`config.mk`:
```
export PLATFORM = sky130hd
export DESIGN_NAME = ssd_scan_ctrl
export DESIGN_NICKNAME = d
export VERILOG_FILES = /design/src/rtl/ssd_pkg.sv /design/src/rtl/ssd_hex_decode.sv /design/src/rtl/ssd_scan_ctrl.sv
export SDC_FILE = /design/constraint.sdc
export NUM_CORES = 1
export LEC_CHECK = 0
export ABC_AREA = 1
export CORE_AREA = 2 2 83 61
export DETAILED_ROUTE_END_ITERATION = 7
export DIE_AREA = 0 0 85 63
export PLACE_DENSITY_LB_ADDON = 0.3
export REMOVE_ABC_BUFFERS = 1
export SYNTH_ARGS = -nofsm -noshare
export SYNTH_HDL_FRONTEND = slang
export SYNTH_HIERARCHICAL = 1
export SYNTH_SLANG_ARGS = --single-unit
```
`constraint.sdc`:
```
create_clock -name clock -period 4 [get_ports clock]
set_clock_uncertainty 0.1 [all_clocks]
set_input_delay 0.8 -clock clock [delete_from_list [all_inputs] [get_ports clock]]
set_output_delay 0.8 -clock clock [all_outputs]
set_load 0.02 [all_outputs]
```
`src/rtl/ssd_pkg.sv`:
```
// ssd_pkg: shared types and constants for the seven-segment scan controller.
//   scan_state_e : scan FSM states (ST_GUARD only used when SSD_GUARD_EN is defined)
//   SEG_BLANK    : all segments off (active-low)
//   HEX_SEG      : 16-entry nibble -> active-low {g,f,e,d,c,b,a} table
package ssd_pkg;

  typedef enum logic [0:0] {
    ST_SHOW  = 1'b0,
    ST_GUARD = 1'b1
  } scan_state_e;

  localparam logic [6:0] SEG_BLANK = 7'h7F;

  // Guard counter width covers GUARD_TICKS up to 15.
  localparam int unsigned GUARD_CNT_W = 4;

  // Index 0 first: 0..9, A, b, C, d, E, F.
  localparam logic [6:0] HEX_SEG [16] = '{
    7'b1000000, 7'b1111001, 7'b0100100, 7'b0110000,
    7'b0011001, 7'b0010010, 7'b0000010, 7'b1111000,
    7'b0000000, 7'b0010000, 7'b0001000, 7'b0000011,
    7'b1000110, 7'b0100001, 7'b0000110, 7'b0001110
  };

endpackage

```
`src/rtl/ssd_hex_decode.sv`:
```
// ssd_hex_decode: combinational hex nibble to active-low seven-segment pattern.
//   nibble_i : hex digit to show
//   seg_o    : {g,f,e,d,c,b,a}, active-low
module ssd_hex_decode
  import ssd_pkg::*;
(
  input  logic [3:0] nibble_i,
  output logic [6:0] seg_o
);

  always_comb begin
    seg_o = HEX_SEG[nibble_i];
  end

endmodule

```
`src/rtl/ssd_scan_ctrl.sv`:
```
// ssd_scan_ctrl: time-multiplexed scan controller for a multi-digit seven-segment display.
// Display values go through a shadow register and are committed only at frame wrap,
// so a frame never mixes old and new digits.
// Optional build macro SSD_GUARD_EN: blank all anodes for GUARD_TICKS strobes between digits.
// Ports:
//   clock, greset        : system clock, synchronous active-high reset
//   scan_en              : one-cycle scan strobe
//   load, value, dp      : capture a new display value into the shadow register
//   digit_on             : live per-digit enable mask
//   load_ack             : one-cycle pulse after the shadow value is committed
//   an, seg, dp_n        : registered active-low display drives
module ssd_scan_ctrl
  import ssd_pkg::*;
#(
  parameter int unsigned NUM_DIGITS  = 4,
  parameter int unsigned GUARD_TICKS = 1
) (
  input  logic                    clock,
  input  logic                    greset,
  input  logic                    scan_en,
  input  logic                    load,
  input  logic [4*NUM_DIGITS-1:0] value,
  input  logic [NUM_DIGITS-1:0]   dp,
  input  logic [NUM_DIGITS-1:0]   digit_on,
  output logic                    load_ack,
  output logic [NUM_DIGITS-1:0]   an,
  output logic [6:0]              seg,
  output logic                    dp_n
);

  localparam int unsigned VAL_W = 4 * NUM_DIGITS;
  localparam int unsigned IDX_W = $clog2(NUM_DIGITS);
  localparam logic [IDX_W-1:0] LAST_IDX = IDX_W'(NUM_DIGITS - 1);

  scan_state_e            state_q, state_d;
  logic [IDX_W-1:0]       idx_q, idx_d;
  logic                   advance;
  logic                   commit;

  logic [VAL_W-1:0]       shadow_value_q, active_value_q;
  logic [NUM_DIGITS-1:0]  shadow_dp_q, active_dp_q;
  logic                   pending_q, pending_d;

  logic [NUM_DIGITS-1:0]  an_q, an_d;
  logic [6:0]             seg_q, seg_d;
  logic                   dp_n_q, dp_n_d;
  logic                   load_ack_q;

  logic [3:0]             cur_nibble;
  logic [6:0]             cur_seg;

`ifdef SSD_GUARD_EN
  logic [GUARD_CNT_W-1:0] cnt_q, cnt_d;
`else
  logic [GUARD_CNT_W-1:0] unused_guard_ticks;
  assign unused_guard_ticks = GUARD_CNT_W'(GUARD_TICKS);
`endif

  // State register (scan FSM, digit index, guard counter).
  always_ff @(posedge clock) begin
    if (greset) begin
      state_q <= ST_SHOW;
      idx_q   <= '0;
`ifdef SSD_GUARD_EN
      cnt_q   <= '0;
`endif
    end else begin
      state_q <= state_d;
      idx_q   <= idx_d;
`ifdef SSD_GUARD_EN
      cnt_q   <= cnt_d;
`endif
    end
  end

  // Next-state logic: decides when the digit index advances.
  always_comb begin
    state_d = state_q;
    idx_d   = idx_q;
    advance = 1'b0;
`ifdef SSD_GUARD_EN
    cnt_d   = cnt_q;
    if (scan_en) begin
      case (state_q)
        ST_SHOW: begin
          state_d = ST_GUARD;
          cnt_d   = GUARD_CNT_W'(GUARD_TICKS);
        end
        ST_GUARD: begin
          cnt_d = cnt_q - GUARD_CNT_W'(1);
          // Last guard strobe: counter hits zero on this edge.
          if (cnt_q == GUARD_CNT_W'(1)) begin
            advance = 1'b1;
            state_d = ST_SHOW;
          end
        end
        default: state_d = ST_SHOW;
      endcase
    end
`else
    state_d = ST_SHOW;
    advance = scan_en;
`endif
    if (advance) begin
      idx_d = (idx_q == LAST_IDX) ? '0 : idx_q + IDX_W'(1);
    end
  end

  // Commit only at frame wrap; uses the shadow as it stood before this edge.
  assign commit = advance && (idx_q == LAST_IDX) && pending_q;

  // A same-cycle load re-arms pending even while the old shadow commits.
  always_comb begin
    pending_d = pending_q;
    if (load) begin
      pending_d = 1'b1;
    end else if (commit) begin
      pending_d = 1'b0;
    end
  end

  // Shadow / active value registers and commit acknowledge.
  always_ff @(posedge clock) begin
    if (greset) begin
      shadow_value_q <= '0;
      shadow_dp_q    <= '0;
      active_value_q <= '0;
      active_dp_q    <= '0;
      pending_q      <= 1'b0;
      load_ack_q     <= 1'b0;
    end else begin
      if (load) begin
        shadow_value_q <= value;
        shadow_dp_q    <= dp;
      end
      if (commit) begin
        active_value_q <= shadow_value_q;
        active_dp_q    <= shadow_dp_q;
      end
      pending_q  <= pending_d;
      load_ack_q <= commit;
    end
  end

  assign cur_nibble = 4'(active_value_q >> {idx_q, 2'b00});

  ssd_hex_decode u_hex_decode (
    .nibble_i (cur_nibble),
    .seg_o    (cur_seg)
  );

  // Output logic: show the current digit, or blank during guard.
  always_comb begin
    an_d   = '1;
    seg_d  = SEG_BLANK;
    dp_n_d = 1'b1;
    if (state_q == ST_SHOW) begin
      an_d   = ~((NUM_DIGITS'(1) << idx_q) & digit_on);
      seg_d  = cur_seg;
      dp_n_d = ~active_dp_q[idx_q];
    end
  end

  // Display output registers.
  always_ff @(posedge clock) begin
    if (greset) begin
      an_q   <= '1;
      seg_q  <= SEG_BLANK;
      dp_n_q <= 1'b1;
    end else begin
      an_q   <= an_d;
      seg_q  <= seg_d;
      dp_n_q <= dp_n_d;
    end
  end

  assign an       = an_q;
  assign seg      = seg_q;
  assign dp_n     = dp_n_q;
  assign load_ack = load_ack_q;

endmodule

```
Word-level counts from Yosys, hierarchy flattened
Memory sizes are Yosys's and may differ from the RTL's. A register that Yosys moved wholly into a read port is not among the register bits.
Cells that the tools add are included.
{"block": "word_totals", "memories": 1, "ramBits": 0, "latchBits": 0, "rom_bits": 112, "register_bits": 49, "out_inout_bits": 13}
{"memory": "(name not given)", "words": 16, "word_bits": 7, "rd": 1, "rd_ports_with_merged_regs": 1, "write_ports": 0, "line_no": "ssd_hex_decode.sv:12", "rtl": "seg_o = HEX_SEG[nibble_i];"}
{"block": "classes", "order_cmp": 1, "add_sub_neg": 1, "shifts": 2, "div": 0, "mux": 5, "reduce_logical": 3, "n_eq_ne": 1, "mul": 0, "bitwise_logic": 4}
{"cell": "$shr A16 B4 Y4", "n": 1}
{"cell": "$not A4 Y5", "n": 1}
{"cell": "$and A4 B4 Y4", "n": 1}
{"cell": "$not A4 Y4", "n": 1}
{"cell": "$shl A1 B2 Y4 const A", "n": 1}
{"cell": "$lt A2 B3 Y1 const B", "n": 1}
{"cell": "$mux W1", "n": 3}
{"cell": "$add A2 B1 Y2 const B", "n": 1}
{"cell": "$bmux W1 S2", "n": 1}
{"cell": "$eq A2 B2 Y1 const B", "n": 1}
{"cell": "$logic_and A1 B1 Y1", "n": 2}
{"cell": "$mux W2", "n": 1}
{"cell": "$reduce_bool A2 Y1", "n": 1}
{"cell": "$not A1 Y1", "n": 1}

Depth between registers and ports, before layout
Gate-level depths: netlist of run 1.
{"block": "depth", "word_depth": 5, "ltp_mapped": 12}

By module
Netlist of run 1, hierarchy kept.
{"mod": "ssd_scan_ctrl", "n_inst": 1, "area_per_inst_um2": 2229.6, "cells_each": 298}
{"mod": "ssd_hex_decode", "n_inst": 1, "area_per_inst_um2": 274.0, "cells_each": 49}

Worst setup path after synthesis of run 1
OpenSTA, ideal clock, no wires.
{"block": "synth_path", "path_kind": "register to register", "from": "register idx_q[0]", "to": "register seg_q[3] (netlist: seg[3])", "setup_ps": 123, "required_time_ps": 3777, "path_stages_with_launch": 12, "period_less_slack_ps": 1893, "setup_slack_ps": 2107, "t_arrival_ps": 1669, "cell_sequence": "dfxtp_1 inv_1 buf_2 nand2_1 nand3_1 nand2_1 inv_1 ha_1 nand2_1 nand3_1 nand2_1 or2_2"}
{"block": "synth_via", "elab_chain_cells": 2}
{"element": "start: declaration", "line_no": "ssd_scan_ctrl.sv:36", "rtl": "logic [IDX_W-1:0] idx_q, idx_d;"}
{"element": "start signal: assignment", "line_no": "ssd_scan_ctrl.sv:69", "rtl": "idx_q <= idx_d;"}
{"element": "$shr A16 B4 Y4", "line_no": "ssd_scan_ctrl.sv:145", "rtl": "assign cur_nibble = 4'(active_value_q >> {idx_q, 2'b00});"}
{"element": "net cur_nibble[1]", "line_no": "ssd_scan_ctrl.sv:49", "rtl": "logic [3:0] cur_nibble;"}
{"element": "$not A4 Y5 (not written as such)", "line_no": "ssd_hex_decode.sv:12"}
{"element": "end: declaration", "line_no": "ssd_scan_ctrl.sv:45", "rtl": "logic [6:0] seg_q, seg_d;"}
The timed path passes the listed nets, and every way through them passes these cells.
A chain may end at the register's enable or synchronous reset.

Worst setup path after layout of run 1
Same ends and word-level chain as after synthesis.

==> results of run 1 <==
==> routing by layer <==
layer | part of all wire, % | wire length [µm] | global-route usage [%] | up-vias
met5 | 0 | 0 | 0 | -
met4 | 1.4 | 67 | 6.55 | 0
met3 | 4.6 | 220 | 4.62 | 7
met2 | 45 | 2170 | 31.6 | 40
met1 | 49 | 2360 | 24.9 | 942
li1 | - | - | - | 1110
==> worst reg2reg max path, cell delays in order (launching register included) <==
cell and delay [ps]:
dfxtp_1 670, inv_1 380, nand2_1 140, nand3_1 80, nand2_1 200, inv_1 150, ha_1 330, nand2_1 60
nand3_1 90, nand2_1 50, or2_2 270
==> cell families after synthesis <==
logic type	count (synthesis)	synth area share, %
AO/OA/AOI/OAI	27	6.30
AND/OR/NAND/NOR	203	32.9
flip-flops	56	44.8
adder cells (fa/ha/maj)	11	5.50
buffers and inverters	50	10.5
==> layout make-up <==
cell class | count | share of cell area (%)
Multi-Input combinational cell | 241 | 38.3
Sequential cell | 56 | 38.3
Timing Repair Buffer | 40 | 13.7
Tap cell | 57 | 2.44
Clock buffer | 7 | 2.95
Inverter | 32 | 4.10
Clock inverter | 1 | 0.257
==> registers in the layout, summed over array words and instances (netlist names) <==
name            count
load_ack            1
pending_q           1
active_value_q     16
dp_n                1
shadow_value_q     16
active_dp_q         4
idx_q               2
an                  4
shadow_dp_q         4
seg                 7
==> stage by stage <==
stage / power [mW] / hold slack [ps]
5_1_grt: 1.18 / 418
2_1_floorplan: 0.727 / 345
3_3_place_gp: 0.803 / 360
4_1_cts: 1.13 / 391
3_5_place_dp: 0.809 / 366
6_report: 1.12 / 386
==> final timing paths <==
path,start,endpoint,slack [ps]
max,idx_q[0],seg[3],1370
min,shadow_value_q[13],active_value_q[13],390
max reg2reg,idx_q[0],seg[3],1370
min reg2reg,shadow_value_q[13],active_value_q[13],390
==> cells in the final DEF (no fill, tap or decap), drive strengths merged <==
| cell type | count |
|---|---|
| nand2 | 86 |
| nor2 | 84 |
| dfxtp | 56 |
| clkdlybuf4s50 | 40 |
| inv | 32 |
| nand3 | 26 |
| o21ai | 25 |
| ha | 11 |
| or2 | 7 |
| clkbuf | 7 |
| a21oi | 2 |
| clkinvlp | 1 |
==> power breakdown <==
| group | internal, mW | switching, mW | total [mW] |
|---|---|---|---|
| clock | 0.141 | 0.177 | 0.319 |
| sequential | 0.588 | 0.0178 | 0.606 |
| combinational | 0.0855 | 0.106 | 0.191 |
==> out/qor.yml, run 1 <==
critical_path:
  setup.worst_path.end_class: "flip-flop"
  cp.required_ps: 4100
  path_common_cell: "nand2_1"
  crit_cells: 10
  crit_path_start_kind: "flip-flop"
  path_cells: "inv_1 -> nand2_1 -> nand3_1 -> nand2_1 -> inv_1 -> ha_1 -> nand2_1 -> nand3_1 -> nand2_1 -> or2_2"
  critPathTopFamily: "simple AND/OR/NAND/NOR gates"
  critPathBufInv: 2
  cpPeakStageDelay_ps: 670
  arrival_ps: 2730
  cp_slowest_cell: "dfxtp_1"
  path_max_fanout: 14
  r2r_cells: 10
  path_class: "reg2reg"
place:
  place_ws_ps: 1120
  place.gp.congestion: 0.734
  dp.cells: 426
  io_buffers: 40
  dp_hpwl_um: 3120
  dpl_cell_area_um2: 2830
drt:
  vias: 2099
  post_drt_wl_per_cell_um: 11.1
  drt_iter0_markers: 132
  vias_per_cell: 4.84
  antenna_left: 0
  routed_wl_um: 4830
  drc_errors: 0
  drtPass1Iterations: 4
clock_tree:
  postCtsHoldBufs: 0
  clock_sinks: 56
  clkTransAtPathRegs_ps: 90
  cts_max_level: 2
  clock_latency_ps: 310
  cts_setup_buffers: 0
  post_cts_resized: 0
  clk_path_buf_depth: 2
  clockRootBuffer: "clkbuf_8"
  cts_buffers: 5
  cts_tree: "built"
yosys:
  synthTopCellsByArea: "dfxtp_1, nand2_1, nor2_1"
  synth_edf_count: 0
  synth_commonest_cells: "nand2_1, nor2_1, dfxtp_1"
  ys_seq_elements: 56
  synth_most_common_cell: "nand2_1"
  yosysTopAreaCell: "dfxtp_1"
  synth_cells: 347
  synth_cell_type_count: 19
  yosysTopAreaCellShare_pct: 44.8
  ys_seq_area_share_pct: 44.8
  synthFlopType: "dfxtp_1"
  yosys_warnings: 6
  avgSynthCellArea_um2: 7.22
  synth_area_um2: 2500
  synthArstFlopShare_pct: 0
timing:
  fin_ws_ps: 1370
  post-route-period-util_pct: 65.7
  worst_pin_slew_ps: 769
  fmax_mhz: 381
  slew_headroom_pct: 48.7
  setup_viol: 0
  fin_crit_ps: 2630
  finalHoldViolations: 0
  tns_ps: 0
  drv_slew: 0
  rsz0062_at_grt: "no"
worst_hold_path:
  holdCritPathClass: "reg2reg"
  hold_path_depth: 2
pwr:
  ir_drop_uv: 247
  leakage_nw: 1.45
  power.density_nw_per_um2: 381
final_layout:
  nets: 415
  diodes: 0
  fin_util_pct: 63.6
  fillCellCount: 444
  stdcell_count: 434
  drive_above_1_share_pct: 6.90
  synthToLayoutAreaGrowth_pct: 16.9
  regArea_um2: 1120
  multiInputGateArea_um2: 1120
  finish.instance_area_um2: 2930
die:
  core.rowCount: 21
  start_util_pct: 54.4
  die_area_um2: 5360
  core_um2: 4600
  ios: 41
  die_y_um: 63
  die_w_um: 85
grt:
  antenna_found_initial: 0
  grt.total_usage_pct: 19.3
  grt_pass1_wl_um: 8340
  grt_pass1_vias: 1930
  grt_overflow_total: 0
  grt_max_degree: 48
job:
  maxCapViolCount: 0
outcome:
  status: "finished clean"
(Power assumes the default switching activity.)
==> run 2: changes to the inputs <==
CORE_AREA = 2 2 86 63   (was 2 2 83 61)
DIE_AREA = 0 0 88 65   (was 0 0 85 63)
clock period = 2.5 ns   (was 4 ns; I/O delays follow)
==> out/qor.yml, run 2 (synthesis gave the netlist of run 1 again) <==
clock_tree:
  postCtsHoldBufs: 0  # unchanged
  post_cts_resized: 0  # unchanged
  cts_max_level: 2  # unchanged
  clock_sinks: 56  # unchanged
  clk_path_buf_depth: 2  # unchanged
  clock_latency_ps: 310  # about the same
  clockRootBuffer: "clkbuf_8"
  cts_buffers: 5  # unchanged
  clkTransAtPathRegs_ps: 90  # about the same
  cts_setup_buffers: 0  # unchanged
  cts_tree: "built"
timing:
  worst_pin_slew_ps: 654  # -115 ps
  rsz0062_at_grt: "no"
  tns_ps: 0  # unchanged
  fmax_mhz: 463  # +21%
  post-route-period-util_pct: 86.5  # +21 points
  slew_headroom_pct: 56.4  # +7.7 points
  finalHoldViolations: 0  # unchanged
  fin_crit_ps: 2160  # -464 ps
  drv_slew: 0  # unchanged
  setup_viol: 0  # unchanged
pwr:
  power.density_nw_per_um2: 600  # +57%
  pwr-share-clk_pct: 28.5  # about the same
  p_seq_share_pct: 53.8  # -0.5 points
  comb_power_share_pct: 17.8  # +0.6 points
  total_power_mw: 1.79  # +61%
  swShare_pct: 26.9  # -0.10 points
  p_switching_mw: 0.482  # +60%
  internal_power_mw: 1.31  # +61%
  leakage_nw: 1.47  # +1.6%
  ir_drop_uv: 281  # +14%
final_layout:
  fin_util_pct: 60.0  # -3.7 points
  diodes: 0  # unchanged
  layout_commonest_cell: "nand2_1"
  finish.instance_area_um2: 2990  # +2.1%
  stdcell_count: 453  # +4.4%
  final_cell_mix: "nand2_1, nor2_1, dfxtp_1, clkdlybuf4s50_1, inv_1"
  nets: 419  # +0.96%
  synthToLayoutAreaGrowth_pct: 19.3
  fillCellCount: 454  # +2.3%
  drive_above_1_share_pct: 7.87  # +0.98 points
place:
  dp_hpwl_um: 3100  # -0.74%
  io_buffers: 40  # unchanged
  dp.cells: 445  # +4.5%
  dpl_cell_area_um2: 2890  # +2.2%
  place.gp.congestion: 0.853  # +16%
grt:
  grt_overflow_total: 0  # unchanged
  grt_pass1_vias: 1898  # -1.7%
  grt_max_degree: 39  # -19%
  antenna_found_initial: 0  # unchanged
  grt_pass1_wl_um: 8160  # -2.2%
  grt.total_usage_pct: 18.2  # -1.1 points
critical_path:
  path_max_fanout: 8  # -6
  cpPeakStageDelay_ps: 550  # -120 ps
  arrival_ps: 2260  # -470 ps
  crit_path_start_kind: "flip-flop"
  setup.worst_path.end_class: "flip-flop"
  cp_slowest_cell: "dfxtp_1"
  cp.required_ps: 2600  # -1500 ps
  path_class: "reg2reg"
  path_cells: "inv_1 -> nand3_1 -> nand2_1 -> inv_1 -> ha_1 -> nand3_1 -> nand2_1 -> or2_2"
worst_hold_path:
  holdCritPathClass: "reg2reg"
drt:
  vias_per_cell: 4.56  # -5.7%
  drtPass1Iterations: 4  # unchanged
  post_drt_wl_per_cell_um: 10.3  # -7.1%
  vias: 2065  # -1.6%
  antenna_left: 0  # unchanged
  routed_wl_um: 4680  # -3.1%
  drc_errors: 0  # unchanged
  drt_iter0_markers: 98  # -26%
die:
  core.rowCount: 22  # +4.8%
  start_util_pct: 50.3  # -4.2 points
  ios: 41  # unchanged
  die_area_um2: 5720  # +6.8%
  die_y_um: 65  # +3.2%
  die_w_um: 88  # +3.5%
  core_um2: 4980  # +8.4%
job:
  maxCapViolCount: 0  # unchanged
outcome:
  status: "finished clean"
run 2: changes by cell type in the layout (fill, tap and decap cells not counted), sizes merged:
cell | before | now
buf | 0 | 4
run 2: path summary, 6_finish.rpt:
check | start | to | slack (ps) | cells past startpoint
min | pending_q | pending_q | 380 | 2
min reg2reg | pending_q | pending_q | 380 | 2
max reg2reg | idx_q[1] | seg[1] | 340 | 8
max | idx_q[1] | seg[1] | 340 | 8
run 2: cell type report:
type / instances / area (µm²) / share of cell area [%]
sequential: 56 / 1120 / 37.5
multi-input combinational: 241 / 1120 / 37.5
timing repair buffer: 44 / 443 / 14.8
inverter: 32 / 120 / 4.02
tap: 72 / 90.1 / 3.02
clock buffer: 7 / 86.3 / 2.89
clock inverter: 1 / 7.51 / 0.251
run 2: worst max-delay path, delay by kind of cell, from the launching register on:
| family | cells | cell delay, ps |
|---|---|---|
| adder cells (fa/ha/maj) | 1 | 270 |
| buffers and inverters | 2 | 440 |
| flip-flops | 1 | 550 |
| AND/OR/NAND/NOR | 5 | 700 |
run 2: power by group through the flow:
stage / combinational, mW / clock, mW / sequential [mW]
final: 0.318 / 0.510 / 0.963
after floorplan: 0.155 / 0 / 1.01
after global placement: 0.314 / 0 / 0.983
after detailed placement: 0.318 / 0 / 0.984
after CTS: 0.320 / 0.527 / 0.963
after global routing: 0.356 / 0.557 / 0.969
run 2: stage by stage:
stage          setup WS, ps  hold WS, ps
5_1_grt                 208          406
3_5_place_dp            397          366
6_report                338          379
3_3_place_gp            406          362
4_1_cts                 377          382
2_1_floorplan           411          345
run 2: metal layers:
metal	GRT usage (%)	vias to the layer above	part of all wire, %
met3	4.20	7	4.6
met1	24.1	900	51
li1	-	1119	-
met2	28.2	39	43
met5	0	-	0
met4	8.08	0	1.8
==> run 3: changes to the inputs <==
CORE_AREA = 2 2 91 67   (was 2 2 86 63)
DIE_AREA = 0 0 93 69   (was 0 0 88 65)
PLACE_DENSITY = 0.72   (was not set)
PLACE_DENSITY_LB_ADDON = not set   (was 0.3)
clock period = 1.9 ns   (was 2.5 ns; I/O delays follow)
==> out/qor.yml, run 3 (synthesis gave the netlist of run 1 again) <==
critical_path:
  arrival_ps: 1930  # -330 ps
  worstSetupStartpoint: "idx_q[0]"
  setup.worst_path.end_class: "flip-flop"
  r2r_cells: 10  # +2
  cp.required_ps: 2000  # -600 ps
  path_class: "reg2reg"
  rrSetupSlack_ps: 80  # -260 ps
  r2r-end: "seg[3]"
  path_max_fanout: 5  # -3
  crit_path_start_kind: "flip-flop"
  setup.worst_path.end: "seg[3]"
  r2r_start: "idx_q[0]"
pwr:
  p_seq_share_pct: 51.1  # -2.7 points
  internal_power_mw: 1.84  # +40%
  ir_drop_uv: 327  # +16%
  power.density_nw_per_um2: 805  # +34%
  pwr-share-clk_pct: 30.8  # +2.3 points
  p_switching_mw: 0.641  # +33%
  swShare_pct: 25.9  # -1.0 points
  leakage_nw: 1.52  # +3.4%
  comb_power_share_pct: 18.0  # +0.2 points
clock_tree:
  cts_buffers: 5  # unchanged
  clock_latency_ps: 310  # about the same
  cts_max_level: 2  # unchanged
  clockRootBuffer: "clkbuf_8"
  clk_path_buf_depth: 2  # unchanged
  cts_tree: "built"
  clkTransAtPathRegs_ps: 90  # about the same
  clock_sinks: 56  # unchanged
  cts_setup_buffers: 0  # unchanged
final_layout:
  drive_above_1_share_pct: 11.6  # +3.7 points
  multiInputGateArea_um2: 1130  # +0.67%
  diodes: 0  # unchanged
  regArea_um2: 1120  # +0.22%
  nets: 426  # +1.7%
  fillCellCount: 542  # +19%
  final_cell_mix: "nand2_1, nor2_1, dfxtp_1, clkdlybuf4s50_1, inv_1"
  synthToLayoutAreaGrowth_pct: 23.0
  layout_commonest_cell: "nand2_1"
place:
  dp_hpwl_um: 3350  # +8.0%
  io_buffers: 40  # unchanged
  place_ws_ps: -25.9  # -423 ps
  place.gp.congestion: 0.884  # +3.7%
die:
  core_um2: 5530  # +11%
  core.rowCount: 23  # +4.5%
  die_w_um: 93  # +5.7%
  start_util_pct: 45.3  # -4.9 points
  die_y_um: 69  # +6.2%
  ios: 41  # unchanged
  die_area_um2: 6420  # +12%
timing:
  finalHoldViolations: 0  # unchanged
  hold_ws_ps: 380  # +0.910 ps
  drv_slew: 0  # unchanged
  fin_ws_ps: 76.4  # -261 ps
  worst_pin_slew_ps: 742  # +88.3 ps
  rsz0062_at_grt: "no"
  fin_crit_ps: 1820  # -339 ps
  fmax_mhz: 548  # +19%
  setup_viol: 0  # unchanged
  slew_headroom_pct: 50.5  # -5.9 points
  post-route-period-util_pct: 96.0  # +9.5 points
worst_hold_path:
  hold_path_depth: 2  # unchanged
  holdCritPathClass: "reg2reg"
drt:
  drc_errors: 0  # unchanged
  vias_per_cell: 4.57  # +0.16%
  routed_wl_um: 4980  # +6.5%
  drtPass1Iterations: 4  # unchanged
  drt_iter0_markers: 122  # +24%
  vias: 2114  # +2.4%
  antenna_left: 0  # unchanged
  post_drt_wl_per_cell_um: 10.8  # +4.2%
outcome:
  status: "finished clean"
grt:
  grt_overflow_total: 0  # unchanged
  grt_pass1_wl_um: 9140  # +12%
  grt_pass1_vias: 2070  # +9.1%
  grt.total_usage_pct: 17.4  # -0.79 points
  grt_max_degree: 48  # +23%
  antenna_found_initial: 0  # unchanged
job:
  maxCapViolCount: 0  # unchanged
[run 3: cell count changes in the layout (fill, tap and decap cells not counted), moves of 2 or more]
| cell | delta |
|---|---|
| inv_2 | +3 |
| dfxtp_2 | +2 |
| dfxtp_1 | -2 |
| nand2_1 | -3 |
| buf_4 | +6 |
| nand2_2 | +3 |
| inv_1 | -3 |
[run 3: final cells by class]
type | count | share of cell area, %
Multi-Input combinational cell | 241 | 36.6
Sequential cell | 56 | 36.5
Timing Repair Buffer | 51 | 16.5
Inverter | 32 | 3.90
Tap cell | 75 | 3.05
Clock buffer | 6 | 2.36
Clock inverter | 2 | 1.14
[run 3: power by group through the flow]
stage               Sequential, mW  Clock (mW)  Combinational [mW]
floorplan                     1.33           0               0.204
global placement              1.29           0               0.429
detailed placement            1.29           0               0.440
CTS                           1.27       0.788               0.444
global route                  1.28       0.834               0.503
finish                        1.27       0.764               0.447
[run 3: how the worst min path moves through the flow]
stage | from | to | slack [ps]
global placement | pending_q | pending_q | 360
global route | shadow_value_q[9] | active_value_q[9] | 410
CTS | pending_q | pending_q | 380
detailed placement | shadow_value_q[13] | active_value_q[13] | 360
finish | pending_q | pending_q | 380
floorplan | pending_q | pending_q | 340
[run 3: through the flow]
| stage | power (mW) | cell area, µm² | std cells | setup TNS [ps] | utilization [%] |
|---|---|---|---|---|---|
| floorplan | 1.53 | 2360 | 329 | -678 | - |
| global placement | 1.72 | 2960 | 455 | 0 | 53.6 |
| detailed placement | 1.73 | 2960 | 455 | -25.9 | 53.6 |
| CTS | 2.50 | 3070 | 463 | 0 | 55.6 |
| global route | 2.61 | 3080 | 463 | 0 | 55.8 |
| finish | 2.48 | 3080 | 463 | 0 | 55.8 |
[run 3: what timing repair did]
action                                  in CTS  in global routing
pin swaps                                    0                  0
resized for setup                            1                  7
endpoints found under the setup margin       2                  7
hold buffers                                 0                  0
[run 3: worst max-delay path: stages, from the launching register on]
cell,delay (ps)
dfxtp_2,340
buf_4,140
nand2_1,70
nand3_1,100
nand2_2,140
inv_2,80
ha_1,310
nand2_1,60
nand3_1,80
nand2_1,50
or2_2,260
[run 3: metal layers]
layer  track usage (%)  wire length (µm)  vias to the layer above
li1                  -                 -                     1131
met2              28.5              2180                       39
met5                 0                 0                        -
met1              22.9              2480                      936
met3              3.93               254                        8
met4              5.39                66                        0
